## src/rtl/ttt_pkg.sv

```systemverilog
// Shared types and constants for the tic-tac-toe game sequencer.
// Boards are 9-bit masks, bit 0 = top-left cell, row-major.
package ttt_pkg;

    localparam int BOARD_W = 9;

    typedef enum logic [2:0] {
        IDLE,
        EVAL_X,
        ENG_WAIT,
        EVAL_O,
        DONE
    } state_t;

    // Three rows, three columns, two diagonals.
    localparam logic [BOARD_W-1:0] LINES [0:7] = '{
        9'h007, 9'h038, 9'h1C0,
        9'h049, 9'h092, 9'h124,
        9'h111, 9'h054
    };

    function automatic logic is_onehot9(input logic [BOARD_W-1:0] v);
        return (v != '0) && ((v & (v - 9'd1)) == '0);
    endfunction

endpackage

```

## src/rtl/ttt_line_check.sv

```systemverilog
// Flags a board that fully covers at least one of the eight winning lines.
module ttt_line_check
    import ttt_pkg::*;
(
    input  logic [BOARD_W-1:0] board_i,
    output logic               win_o
);

    always_comb begin
        win_o = 1'b0;
        for (int i = 0; i < 8; i++) begin
            if ((board_i & LINES[i]) == LINES[i]) begin
                win_o = 1'b1;
            end
        end
    end

endmodule

```

## src/rtl/game_sequencer.sv

```systemverilog
// Tic-tac-toe turn sequencer: accepts X moves, hands O turns to an external
// engine with a timeout, and keeps result flags and saturating scores.
//
//   state    | meaning
//   IDLE     | waiting for an X move (go)
//   EVAL_X   | check X line / full board after X move
//   ENG_WAIT | eng_req high, waiting for eng_ack or timeout
//   EVAL_O   | check O line / full board after O move
//   DONE     | game over (result or fault), waits for new_game
module game_sequencer
    import ttt_pkg::*;
#(
    parameter int ENG_TIMEOUT = 15,
    parameter int SCORE_W     = 4
) (
    input  logic               clock,
    input  logic               reset,
    input  logic               go,
    input  logic [BOARD_W-1:0] xin,
    input  logic               new_game,
    output logic               eng_req,
    input  logic               eng_ack,
    input  logic [BOARD_W-1:0] eng_move,
    output logic [BOARD_W-1:0] x_board,
    output logic [BOARD_W-1:0] o_board,
    output logic               busy,
    output logic               bad_move,
    output logic               win_game,
    output logic               lose_game,
    output logic               draw_game,
    output logic               eng_fault,
    output logic [SCORE_W-1:0] wins,
    output logic [SCORE_W-1:0] losses,
    output logic [SCORE_W-1:0] draws
);

    localparam int             TW       = $clog2(ENG_TIMEOUT + 1);
    localparam logic [TW-1:0]  TMO_LAST = TW'(ENG_TIMEOUT - 1);

    state_t               state_q;
    logic [BOARD_W-1:0]   x_q, o_q;
    logic                 req_q, bad_q, win_q, lose_q, draw_q, fault_q;
    logic [SCORE_W-1:0]   wins_q, losses_q, draws_q;
    logic [TW-1:0]        tmo_q;

    logic x_win, o_win, full, x_legal, o_legal;

    ttt_line_check u_x_line (.board_i(x_q), .win_o(x_win));
    ttt_line_check u_o_line (.board_i(o_q), .win_o(o_win));

    assign full    = &(x_q | o_q);
    assign x_legal = is_onehot9(xin) && ((xin & (x_q | o_q)) == '0);
    assign o_legal = is_onehot9(eng_move) && ((eng_move & (x_q | o_q)) == '0);

    always_ff @(posedge clock or negedge reset) begin
        if (!reset) begin
            state_q  <= IDLE;
            x_q      <= '0;
            o_q      <= '0;
            req_q    <= 1'b0;
            bad_q    <= 1'b0;
            win_q    <= 1'b0;
            lose_q   <= 1'b0;
            draw_q   <= 1'b0;
            fault_q  <= 1'b0;
            wins_q   <= '0;
            losses_q <= '0;
            draws_q  <= '0;
            tmo_q    <= '0;
        end else begin
            bad_q <= 1'b0;
            if (new_game) begin
                // Scores deliberately survive a new game.
                state_q <= IDLE;
                x_q     <= '0;
                o_q     <= '0;
                req_q   <= 1'b0;
                win_q   <= 1'b0;
                lose_q  <= 1'b0;
                draw_q  <= 1'b0;
                fault_q <= 1'b0;
                tmo_q   <= '0;
            end else begin
                case (state_q)
                    IDLE: begin
                        if (go) begin
                            if (x_legal) begin
                                x_q     <= x_q | xin;
                                state_q <= EVAL_X;
                            end else begin
                                bad_q <= 1'b1;
                            end
                        end
                    end
                    EVAL_X: begin
                        if (x_win) begin
                            win_q   <= 1'b1;
                            if (wins_q != '1) wins_q <= wins_q + 1'b1;
                            state_q <= DONE;
                        end else if (full) begin
                            draw_q  <= 1'b1;
                            if (draws_q != '1) draws_q <= draws_q + 1'b1;
                            state_q <= DONE;
                        end else begin
                            req_q   <= 1'b1;
                            tmo_q   <= '0;
                            state_q <= ENG_WAIT;
                        end
                    end
                    ENG_WAIT: begin
                        // An ack arriving in the final timeout cycle still counts.
                        if (eng_ack) begin
                            req_q <= 1'b0;
                            if (o_legal) begin
                                o_q     <= o_q | eng_move;
                                state_q <= EVAL_O;
                            end else begin
                                fault_q <= 1'b1;
                                state_q <= DONE;
                            end
                        end else if (tmo_q == TMO_LAST) begin
                            req_q   <= 1'b0;
                            fault_q <= 1'b1;
                            state_q <= DONE;
                        end else begin
                            tmo_q <= tmo_q + 1'b1;
                        end
                    end
                    EVAL_O: begin
                        if (o_win) begin
                            lose_q  <= 1'b1;
                            if (losses_q != '1) losses_q <= losses_q + 1'b1;
                            state_q <= DONE;
                        end else if (full) begin
                            draw_q  <= 1'b1;
                            if (draws_q != '1) draws_q <= draws_q + 1'b1;
                            state_q <= DONE;
                        end else begin
                            state_q <= IDLE;
                        end
                    end
                    DONE: ;
                    default: state_q <= IDLE;
                endcase
            end
        end
    end

    assign eng_req   = req_q;
    assign x_board   = x_q;
    assign o_board   = o_q;
    assign busy      = (state_q != IDLE);
    assign bad_move  = bad_q;
    assign win_game  = win_q;
    assign lose_game = lose_q;
    assign draw_game = draw_q;
    assign eng_fault = fault_q;
    assign wins      = wins_q;
    assign losses    = losses_q;
    assign draws     = draws_q;

endmodule

```

## config.mk

```make
export PLATFORM = sky130hd
export DESIGN_NAME = game_sequencer
export DESIGN_NICKNAME = d
export VERILOG_FILES = /design/src/rtl/ttt_pkg.sv /design/src/rtl/ttt_line_check.sv /design/src/rtl/game_sequencer.sv
export SDC_FILE = /design/constraint.sdc
export NUM_CORES = 1
export LEC_CHECK = 0
export CAP_MARGIN = 10
export CORE_ASPECT_RATIO = 1.4
export CORE_MARGIN = 3
export CORE_UTILIZATION = 30
export CTS_CLUSTER_SIZE = 20
export DETAILED_ROUTE_END_ITERATION = 12
export GPL_TIMING_DRIVEN = 0
export PLACE_DENSITY_LB_ADDON = 0.12
export SETUP_SLACK_MARGIN = 0.2
export SLEW_MARGIN = 25
export SYNTH_ARGS = -nofsm -noshare
export SYNTH_HDL_FRONTEND = slang
export SYNTH_SLANG_ARGS = --single-unit
```

## constraint.sdc

```tcl
create_clock -name clock -period 2 [get_ports clock]
set_clock_uncertainty 0.1 [all_clocks]
set_input_delay 0.4 -clock clock [delete_from_list [all_inputs] [get_ports clock]]
set_output_delay 0.4 -clock clock [all_outputs]
set_load 0.005 [all_outputs]
```

**Word level (Yosys, flattened, before mapping)**

Index checks and enable logic that the tools add are counted.

- Flip-flop bits (word level): 43
- Bits in latches: 0
- RAM bits: 0
- Bits in read-only memories: 0
- Output and inout port bits: 37
- Logic and storage cells: 174
- Memories kept: 0

- Add/subtract/negate cells: 6
- Multiply operators: 0
- Divide/modulo/power cells: 0
- Magnitude comparators: 0
- Equality and inequality tests: 36
- Shift operators: 0
- Multiplexer cells: 72
- Bitwise gates (word level): 8
- Reductions and logical operators: 39

Operator list:

| cell | number |
|---|---|
| $mux 9 | 8 |
| $eq 3x3->1 const B | 17 |
| $mux 1 | 40 |
| $and 9x9->9 | 4 |
| $logic_not 9->1 | 4 |
| $mux 4 | 9 |
| $mux 3 | 10 |
| $or 9x9->9 | 3 |
| $ne 3x3->1 const B | 8 |
| $reduce_bool 2->1 | 11 |
| $reduce_and 4->1 | 5 |
| $reduce_bool 9->1 | 2 |
| $sub 9x1->9 const B | 2 |
| $add 4x1->4 const B | 4 |
| $ne 4x4->1 const B | 4 |
| $pmux 4 s2 | 2 |
| $pmux 3 s5 | 1 |
| $reduce_and 3->1 | 4 |
| $reduce_bool 3->1 | 4 |
| $reduce_and 9->1 | 1 |
| $eq 3x2->1 const B | 2 |
| $ne 2x2->1 const B | 3 |
| $reduce_and 5->1 | 1 |
| $eq 4x4->1 const B | 1 |
| other kinds (6) | 11 |

**Logic depth before layout (Yosys ltp)**

Gate-level depths: netlist (run 1).

- Word-level depth: 12
- Mapped depth: 7

**By module**

From an unflattened synthesis (run 1), not the netlist that was laid out.

- Cells, all modules: 270
- Area, all modules: 2,488.6 um^2

By module, submodules not included:

| module | times used | cells an instance | area an instance (um^2) | sequential area each (um^2) |
|---|---|---|---|---|
| game_sequencer | 1 | 256 | 2,378.5 | 1,076.0 |
| ttt_line_check | 2 | 7 | 55.1 | 0.0 |

**Worst setup path after synthesis (run 1)**

Ideal clock, no wire load.

- Path type: register to register
- Start: reg o_q[2], in the netlist o_board[2]
- End: reg draws_q[1], in the netlist draws[1]
- Data arrival time: 1,679 ps
- Required time: 1,775 ps
- Path slack: 96 ps
- Cell stages (with the launch flop): 6
- Clock period less this slack: 1,904 ps
- Cells stage by stage: dfrtp_1 -> a22o_1 -> a22oi_1 -> a211oi_2 -> and4bb_2 -> mux2_2

- Word-level cells in the longest chain between the ends: 11
- Elaborated cells on any way between the ends: 19

Ends and longest elaborated chain:

| what | line | source |
|---|---|---|
| from (decl) | game_sequencer.sv:41 | `logic [BOARD_W-1:0] x_q, o_q;` |
| from (signal assigned) | game_sequencer.sv:115 | `o_q <= o_q \| eng_move;` |
| $eq 3x3->1 | ttt_line_check.sv:12 | `if ((board_i & LINES[i]) == LINES[i]) begin` |
| $mux 1 (8 in series) | ttt_line_check.sv:12 |  |
| $ne 2x2->1 (no source line) | -- |  |
| $reduce_and 4->1 (no source line) | -- |  |
| to (signal assigned) | game_sequencer.sv:102 | `if (draws_q != '1) draws_q <= draws_q + 1'b1;` |
| to (signal assigned) | game_sequencer.sv:136 | `if (draws_q != '1) draws_q <= draws_q + 1'b1;` |
| to (decl) | game_sequencer.sv:43 | `logic [SCORE_W-1:0] wins_q, losses_q, draws_q;` |

Parallel ways exist; a longest one is shown, timed or not. The select of a mux whose other input is x is not followed.
A chain may end at the register's enable or synchronous reset.

**Final worst setup path (run 1)**

- Start: reg o_q[7], in the netlist o_board[7]
- End: reg state_q[2]

- Word-level cells in the longest chain between the ends: 10
- Elaborated cells on any way between the ends: 26

Ends and longest elaborated chain:

| what | line | source |
|---|---|---|
| $eq 3x3->1 | ttt_line_check.sv:12 |  |
| $mux 1 (6 in series) | ttt_line_check.sv:12 |  |
| $mux 3 | game_sequencer.sv:130 | `if (o_win) begin` |
| $pmux 3 s5 | game_sequencer.sv:84 | `case (state_q)` |
| $mux 3 | game_sequencer.sv:72 | `if (new_game) begin` |
| to (signal assigned) | game_sequencer.sv:74 | `state_q <= IDLE;` |
| to (signal assigned) | game_sequencer.sv:89 | `state_q <= EVAL_X;` |
| to (signal assigned) | game_sequencer.sv:133 | `state_q <= DONE;` |
| to (decl) | game_sequencer.sv:40 | `state_t state_q;` |

Parallel ways exist; a longest one is shown, timed or not.

==> results of run 1 <==
==> through the flow <==
step	cells	worst slack, ns
after CTS	427	-0.145
final	449	-0.148
after global routing	449	-0.237
after global placement	401	-1.06
after detailed placement	401	-0.739
after floorplan	245	0.152
==> metal layers <==
metal	up-vias	global-route usage [%]	part of all wire [%]
li1	1129	-	-
met1	1169	21.3	39
met2	73	31.0	53
met3	14	3.93	5.4
met4	0	8.57	2.4
met5	-	0	0
==> power by group <==
part           total [mW]  leakage (nW)  switching [mW]  internal [mW]
clock network       0.515        0.0371           0.282          0.233
logic               0.167          1.17           0.101         0.0658
registers           0.871         0.563         0.00131          0.870
==> flip-flops by register name, summed over array words and instances, names as in the netlist <==
name and flops:
o_board 9, x_board 9, draws 4, losses 4, tmo_q 4, wins 4, state_q 3, bad_move 1
draw_game 1, eng_fault 1, eng_req 1, lose_game 1, win_game 1
==> worst max path at each step <==
stage                 endpoint  depth (start not counted)  slack, ns
detailed placement  state_q[2]                          7      -0.74
global placement    o_board[0]                          1      -1.06
CTS                 state_q[2]                          6      -0.15
floorplan             draws[1]                          5       0.15
global route        state_q[2]                          6      -0.24
finish              state_q[2]                          6      -0.15
==> cell usage in the layout, fill, tap and decap left out, types with 10 or more instances in the layout <==
cell type        synthesis  layout
dlymetal6s2s_1           0      11
buf_6                    0      13
buf_4                    0      33
dfrtp_2                  0      19
a21oi_1                 31      21
clkdlybuf4s50_1          0      27
nor2_1                  41      39
a21oi_2                  0      10
dlygate4sd2_1            0      17
dfrtp_1                 43      24
==> logic make-up (layout without fill, tap and decap cells) <==
family          count (synthesis)  count (layout)  share of synthesized area (%)
compound gates                 79              79                           22.2
xor+xnor                        9               9                           3.43
fa+ha+maj                       5               5                           2.73
buf+inv                        14             121                           2.40
flops                          43              43                           46.9
mux                             4               4                           1.91
simple gates                   91              91                           20.4
==> repair_timing <==
| action | CTS | global route |
|---|---|---|
| gates resized for setup | 74 | 48 |
| endpoints found under the setup margin | 53 | 50 |
| setup buffers | 19 | 21 |
| pin swaps | 23 | 19 |
| cloned | 1 | 1 |
==> final cells by class <==
cell class / instances / area (sq um) / area share (%)
plain buffers: 6 / 43.8 / 1.16
clock buffers: 6 / 72.6 / 1.93
inverters: 8 / 30.0 / 0.797
multi-input cells: 188 / 1460 / 38.6
flip-flops and latches: 43 / 1100 / 29.2
well taps: 97 / 121 / 3.22
repair buffers: 101 / 943 / 25.0
==> reports/results.ini, run 1 <==
[run_status]
status = complete, but fails checks
violations = hold timing, setup timing

[timing]
worstMarginPinSlew_ns = 0.576
fin_crit_sh_pct = 107
fin_ws_ns = -0.148
hold_viol = 5
finalSetupTns_ns = -0.797
rsz0062_at_grt = yes
fmax_mhz = 465
drv_slew = 0
whs_ns = -0.00911
finalSetupViolCount = 14
period_minus_slack_ns = 2.15
relSlewSlack_pct = 61.6

[final_layout]
nNetsFinal = 381
final_layout_size_suffix_gt1_share_pct = 34.7
fillers = 730
fin_area_sq_um = 3770
n_antenna_cell = 0
fin_util_pct = 50.8
area_growth_pct = 64.1

[setup_path]
cp.required_ns = 2.12
startpoint = o_board[7]
rrSetupSlack_ns = -0.15
slowest_stage = dfrtp_2
critPathKind = flop to flop
worst-path-max-fanout = 6
critPathBufInv = 0
reg2regPathDepth = 6
end_kind = flop
cp_top_family = compound AO/OA/AOI/OAI gates
critPathArrivalTime_ns = 2.26
rr_endpoint = state_q[2]
r2r_start = o_board[7]
cp-start-kind = flop
max_stage_delay_ns = 0.49
worstPathCellList = o41ai_4 -> nand4_1 -> nor3_2 -> nand3b_1 -> a2111o_1 -> o21ai_1

[yosys]
synth_cell_type_count = 45
ys_seq_area_share_pct = 46.9
yosys-top-cells-area = dfrtp_1 (47%), a21oi_1 (6.8%), nor2_1 (6.7%)
avgSynthCellArea_sq_um = 9.37
yosys-top-cells-count = dfrtp_1 (43), nor2_1 (41), a21oi_1 (31)
syn-instance-count = 245
yosys.cell_count.top_type = dfrtp_1
synthFlopType = dfrtp_1
ys_ff_latch = 43
synth_top_area_share_pct = 46.9
syn_area_sq_um = 2290
synth_nets = 273
ys_warn_count = 0
post-synth-top-area-cell = dfrtp_1
synth-edff-count = 0
async_flop_share_pct = 100

[die]
die-width_um = 79.9
std_cell_rows = 37
die_area_sq_um = 8750
die_h_um = 109
start_util_pct = 31.0
fp.coreArea_sq_um = 7410
io_pins = 60

[worst_hold_path]
holdCritPathClass = input port to asynchronous set/reset pin

[clock_network]
postCtsHoldBufs = 0
cts_tree = built
cts_buffers = 5
clock-sinks = 43
cts-root-buf = clkbuf_8
clock_path_buffers = 2
cts.clk_slew.worst_paths_ns = 0.08
insertion_delay_ns = 0.29
htreeDepth = 2

[placed_design]
place.gp.congestion = 0.775
port_buffers = 59
postPlaceCellArea_sq_um = 3060
hpwlAfterDp_mm = 5.28

[global_route]
first_global_vias = 2393
antenna_found_initial = 0
gr-total-overflow = 0
grt_max_degree = 44
grt_pass1_wl_mm = 12.2
grt_usage_pct = 18.1

[pwr]
peakVddDrop_mv = 0.285
cellLeakagePower_nw = 1.77
powerDensity_nw_per_um2 = 413
power.total_mw = 1.55

[drt]
wl_mm = 7.93
firstDrtPassIters = 4
wire_per_inst_um = 17.7
viasPerCell = 5.31
drtAntennaViolNets = 0
drtIter0Drc = 143
via_count = 2385
drc = 0

[flow_run]
cap_violations = 0

Note: power is estimated with default switching activity, not from simulation.
==> run 2, diff against run 1 <==
--- a/config.mk
+++ b/config.mk
@@ -14,7 +14,7 @@
 export GPL_TIMING_DRIVEN = 0
 export PLACE_DENSITY_LB_ADDON = 0.12
 export SETUP_SLACK_MARGIN = 0.2
-export SLEW_MARGIN = 25
+export SLEW_MARGIN = 30
 export SYNTH_ARGS = -nofsm -noshare
 export SYNTH_HDL_FRONTEND = slang
 export SYNTH_SLANG_ARGS = --single-unit
==> results of run 2 <==
Final layout, timing and power as in run 1 (identical DEF).
==> RTL change 1, RTL diff (flow settings as in run 2) <==
Register the output `eng_fault` once more, without a reset; this adds one clock of latency there. The other outputs are not delayed to match.
--- a/src/rtl/game_sequencer.sv
+++ b/src/rtl/game_sequencer.sv
@@ -156,3 +156,5 @@
     assign draw_game = draw_q;
-    assign eng_fault = fault_q;
+    always_ff @(posedge clock) begin
+        eng_fault <= fault_q;
+    end
     assign wins      = wins_q;
Behaviour: not the same (Yosys sat finds a counterexample within 4 cycles, from zero or initial values and one cycle with reset low).
==> RTL change 1 against run 2 <==
The flow still finishes with violations (negative hold slack, negative setup slack); clock power up 6.2%; power up 4.7%; sequential cell count up 1; design area up 8.9%; critical path depth up 2; routed wire length up 1.2%; area after synthesis up 1.6%; count of clock-buffer cells in the layout down 1; final cell count up 4.9%; setup slack worse by 62 ps; highest routed layer unchanged.
==> RTL change 1: results (changes against run 2) <==
run_status:
  status: "finished with violations"
  violations: "negative hold slack, negative setup slack"
finish:
  layout.nets: 402  # +5.5%
  seq_area_um2: 1120  # +1.9%
  filler_cell_count: 655  # -10%
  design_area_um2: 4100  # +8.9%
  inverters: 4  # -4
  multi_input_area_share_pct: 39.0  # +0.40 points
  instances_no_fill: 471  # +4.9%
  clock_cell_area_share_pct: 1.98  # +0.055 points
setup_path:
  r2r-start: "x_board[1]"
  cp_top_family: "simple AND/OR/NAND/NOR gates"
  crit_start: "xin[1]"
sta:
  fin_tns_setup_ps: -2740  # -1950 ps
  holdWs_ps: -12.0  # -2.88 ps
  setup_viol: 23  # +9
  fin_ws_ps: -211  # -62.2 ps
  hold_violations: 31  # +26
global_route:
  grt_use_total_pct: 18.4  # +0.29 points
  grt_first_pass_wirelength_mm: 12.4  # +1.9%
  met1_usage_pct: 23.0  # +1.7 points
  gr-usage-met2_pct: 30.1  # -0.95 points
  grt_use_met3_pct: 3.58  # -0.36 points
power_and_ir_drop:
  pg_comb_uw: 184  # +10%
  p_clk_share_pct: 33.6  # +0.4 points
  p_int_uw: 1210  # +3.5%
  ir_worst_vdd_v: 0.000255  # -11%
drt:
  wl_met3_um: 415  # -3.5%
  route.met2.wl_mm: 4.01  # -4.6%
logic_synthesis:
  synth.avg_cell_area_um2: 9.44  # +0.81%
  synth_area_leaders: "dfrtp_1, nor2_1, a21oi_1, a31oi_1, a22o_1"
  ys_types: 48  # +6.7%
  yosys-top-cells-count: "dfrtp_1, nor2_1, a21oi_1, a31oi_1"
placement:
  place_congestion: 0.841  # +8.5%
  hpwl_mm: 5.24  # -0.86%
  dp_slack_ps: -1000  # -262 ps
  io_buffers: 58  # -1.7%
## RTL change 1: final timing paths
check / end / slack, ps
max: x_board[7] / -210
min: losses[0] / -10
max reg2reg: o_board[1] / -50
min reg2reg: eng_fault / 280
max in group asynchronous: x_board[8] / 1400
min in group clock: o_board[0] / 260
## RTL change 1: logic make-up (layout without fill, tap and decap cells)
group,Yosys count,in the layout,synth area share [%]
muxes,4,4,1.88
buffers and inverters,12,139,2.15
adders and majority gates,5,5,2.68
DFF,44,44,47.0
xor gates and xnor gates,7,7,2.63
and+or+nand+nor,96,96,21.5
AOI/OAI and AO/OA,79,79,22.2
## RTL change 1: worst register-to-register path, stage by stage, from the launching register on
cell,delay [ps]
dfrtp_2,460
or4_4,490
o21ai_2,80
nand3_2,120
nor4_4,380
buf_6,200
a21oi_4,60
nor2_1,90
## RTL change 1: timing repair
item / in CTS / in global routing
cloned: 2 / 0
resized for setup: 132 / 58
setup buffers: 34 / 26
pin swaps: 33 / 36
setup endpoints to repair: 59 / 54
==> RTL change 2, RTL diff (config.mk and constraints of run 2) <==
Without the edit above. The parameter `SCORE_W` goes from 4 to 5.
--- a/src/rtl/game_sequencer.sv
+++ b/src/rtl/game_sequencer.sv
@@ -13,3 +13,3 @@
     parameter int ENG_TIMEOUT = 15,
-    parameter int SCORE_W     = 4
+    parameter int SCORE_W     = 5
 ) (
Ports: changed (resized draws, losses and wins); port bits go from 60 to 63. No check against the original RTL was run, so the function may have changed too.
==> RTL change 2 against run 2 <==
The run ends with negative setup slack left; worst hold slack better by 270 ps; clock power rose by 15%; area after synthesis is 7.6% higher; design area is 8.2% higher; power up 9.3%; setup slack better by 24 ps; sequential cell count rose by 3; final cell count rose by 5.3%; routed wire length decreased by 0.20%; highest routed layer unchanged.
==> RTL change 2: results (changes against run 2) <==
sta:
  setup_viol: 21  # +7
  fin_ws_ps: -125  # +23.6 ps
  worstMarginPinSlew_ps: 500  # -75.6 ps
logic_synthesis:
  yosys-top-cells-count: "dfrtp_1, nor2_1, a21oi_1, nand2_1, o21ai_0"
  synth_area_leaders: "dfrtp_1, nor2_1, a21oi_1, ha_1, a22o_1"
  synthAdderAreaFrac_pct: 4.05  # +1.3 points
  synth_xor_area_share_pct: 3.55  # +0.11 points
  ys_types: 48  # +6.7%
finish:
  seq_area_um2: 1170  # +6.7%
  layout.nets: 403  # +5.8%
  filler_cell_count: 772  # +5.8%
  buffer_area_share_pct: 27.2  # +0.95 points
  multi_input_area_share_pct: 38.4  # -0.27 points
  drive_gt1_share_pct: 39.9  # +5.3 points
  clock_cell_area_share_pct: 2.24  # +0.31 points
power_and_ir_drop:
  ir_worst_vdd_v: 0.000261  # -8.6%
  power_density_nw_per_um2: 416  # +0.94%
  p_leak_uw: 0.00196  # +11%
  p_sw_uw: 415  # +7.9%
  pg_comb_uw: 171  # +2%
run_status:
  status: "finished with violations"
  violations: "negative setup slack"
drt:
  detail_route.wirelength_mm: 7.91  # -0.20%
  drt_iter0_markers: 103  # -28%
  wl_met3_um: 554  # +29%
  route.met2.wl_mm: 3.95  # -6.0%
min_path:
  hold_class: "in2reg"
placement:
  place_congestion: 0.814  # +5.0%
  dp_slack_ps: -660  # +78.9 ps
  place_area_um2: 3320  # +8.7%
  hpwl_mm: 5.24  # -0.88%
global_route:
  grt_first_pass_wirelength_mm: 12.8  # +4.7%
  grt_max_degree: 47  # +6.8%
setup_path:
  rr_worst_depth: 7  # +1
  crit_start: "o_board[6]"
[RTL change 2: changes by cell type in the layout (fill, tap and decap cells not counted), sizes merged, moves of 4 or more]
cell,before,now
nor3,10,6
a21oi,31,27
inv,8,4
buf,46,60
nand2,7,13
a31oi,6,2
[RTL change 2: worst min-delay path, delay by kind of cell]
family                 cells  cell delay [ps]
buffers and inverters      1              100
and+or+nand+nor            1               70
AOI/OAI and AO/OA          1               50
[RTL change 2: timing repair]
item | 4_1_cts | 5_1_grt
endpoints found under the setup margin | 59 | 61
endpoints found under the hold margin | 46 | 0
pin swaps | 22 | 7
setup buffers | 31 | 18
resized for setup | 102 | 28
cloned | 1 | 1
hold buffers | 1 | 0
[RTL change 2: stage by stage]
stage	std cells	hold slack, ps
after floorplan	251	4.41
after global placement	412	383
after detailed placement	413	296
after CTS	454	253
after global routing	473	268
final	473	265
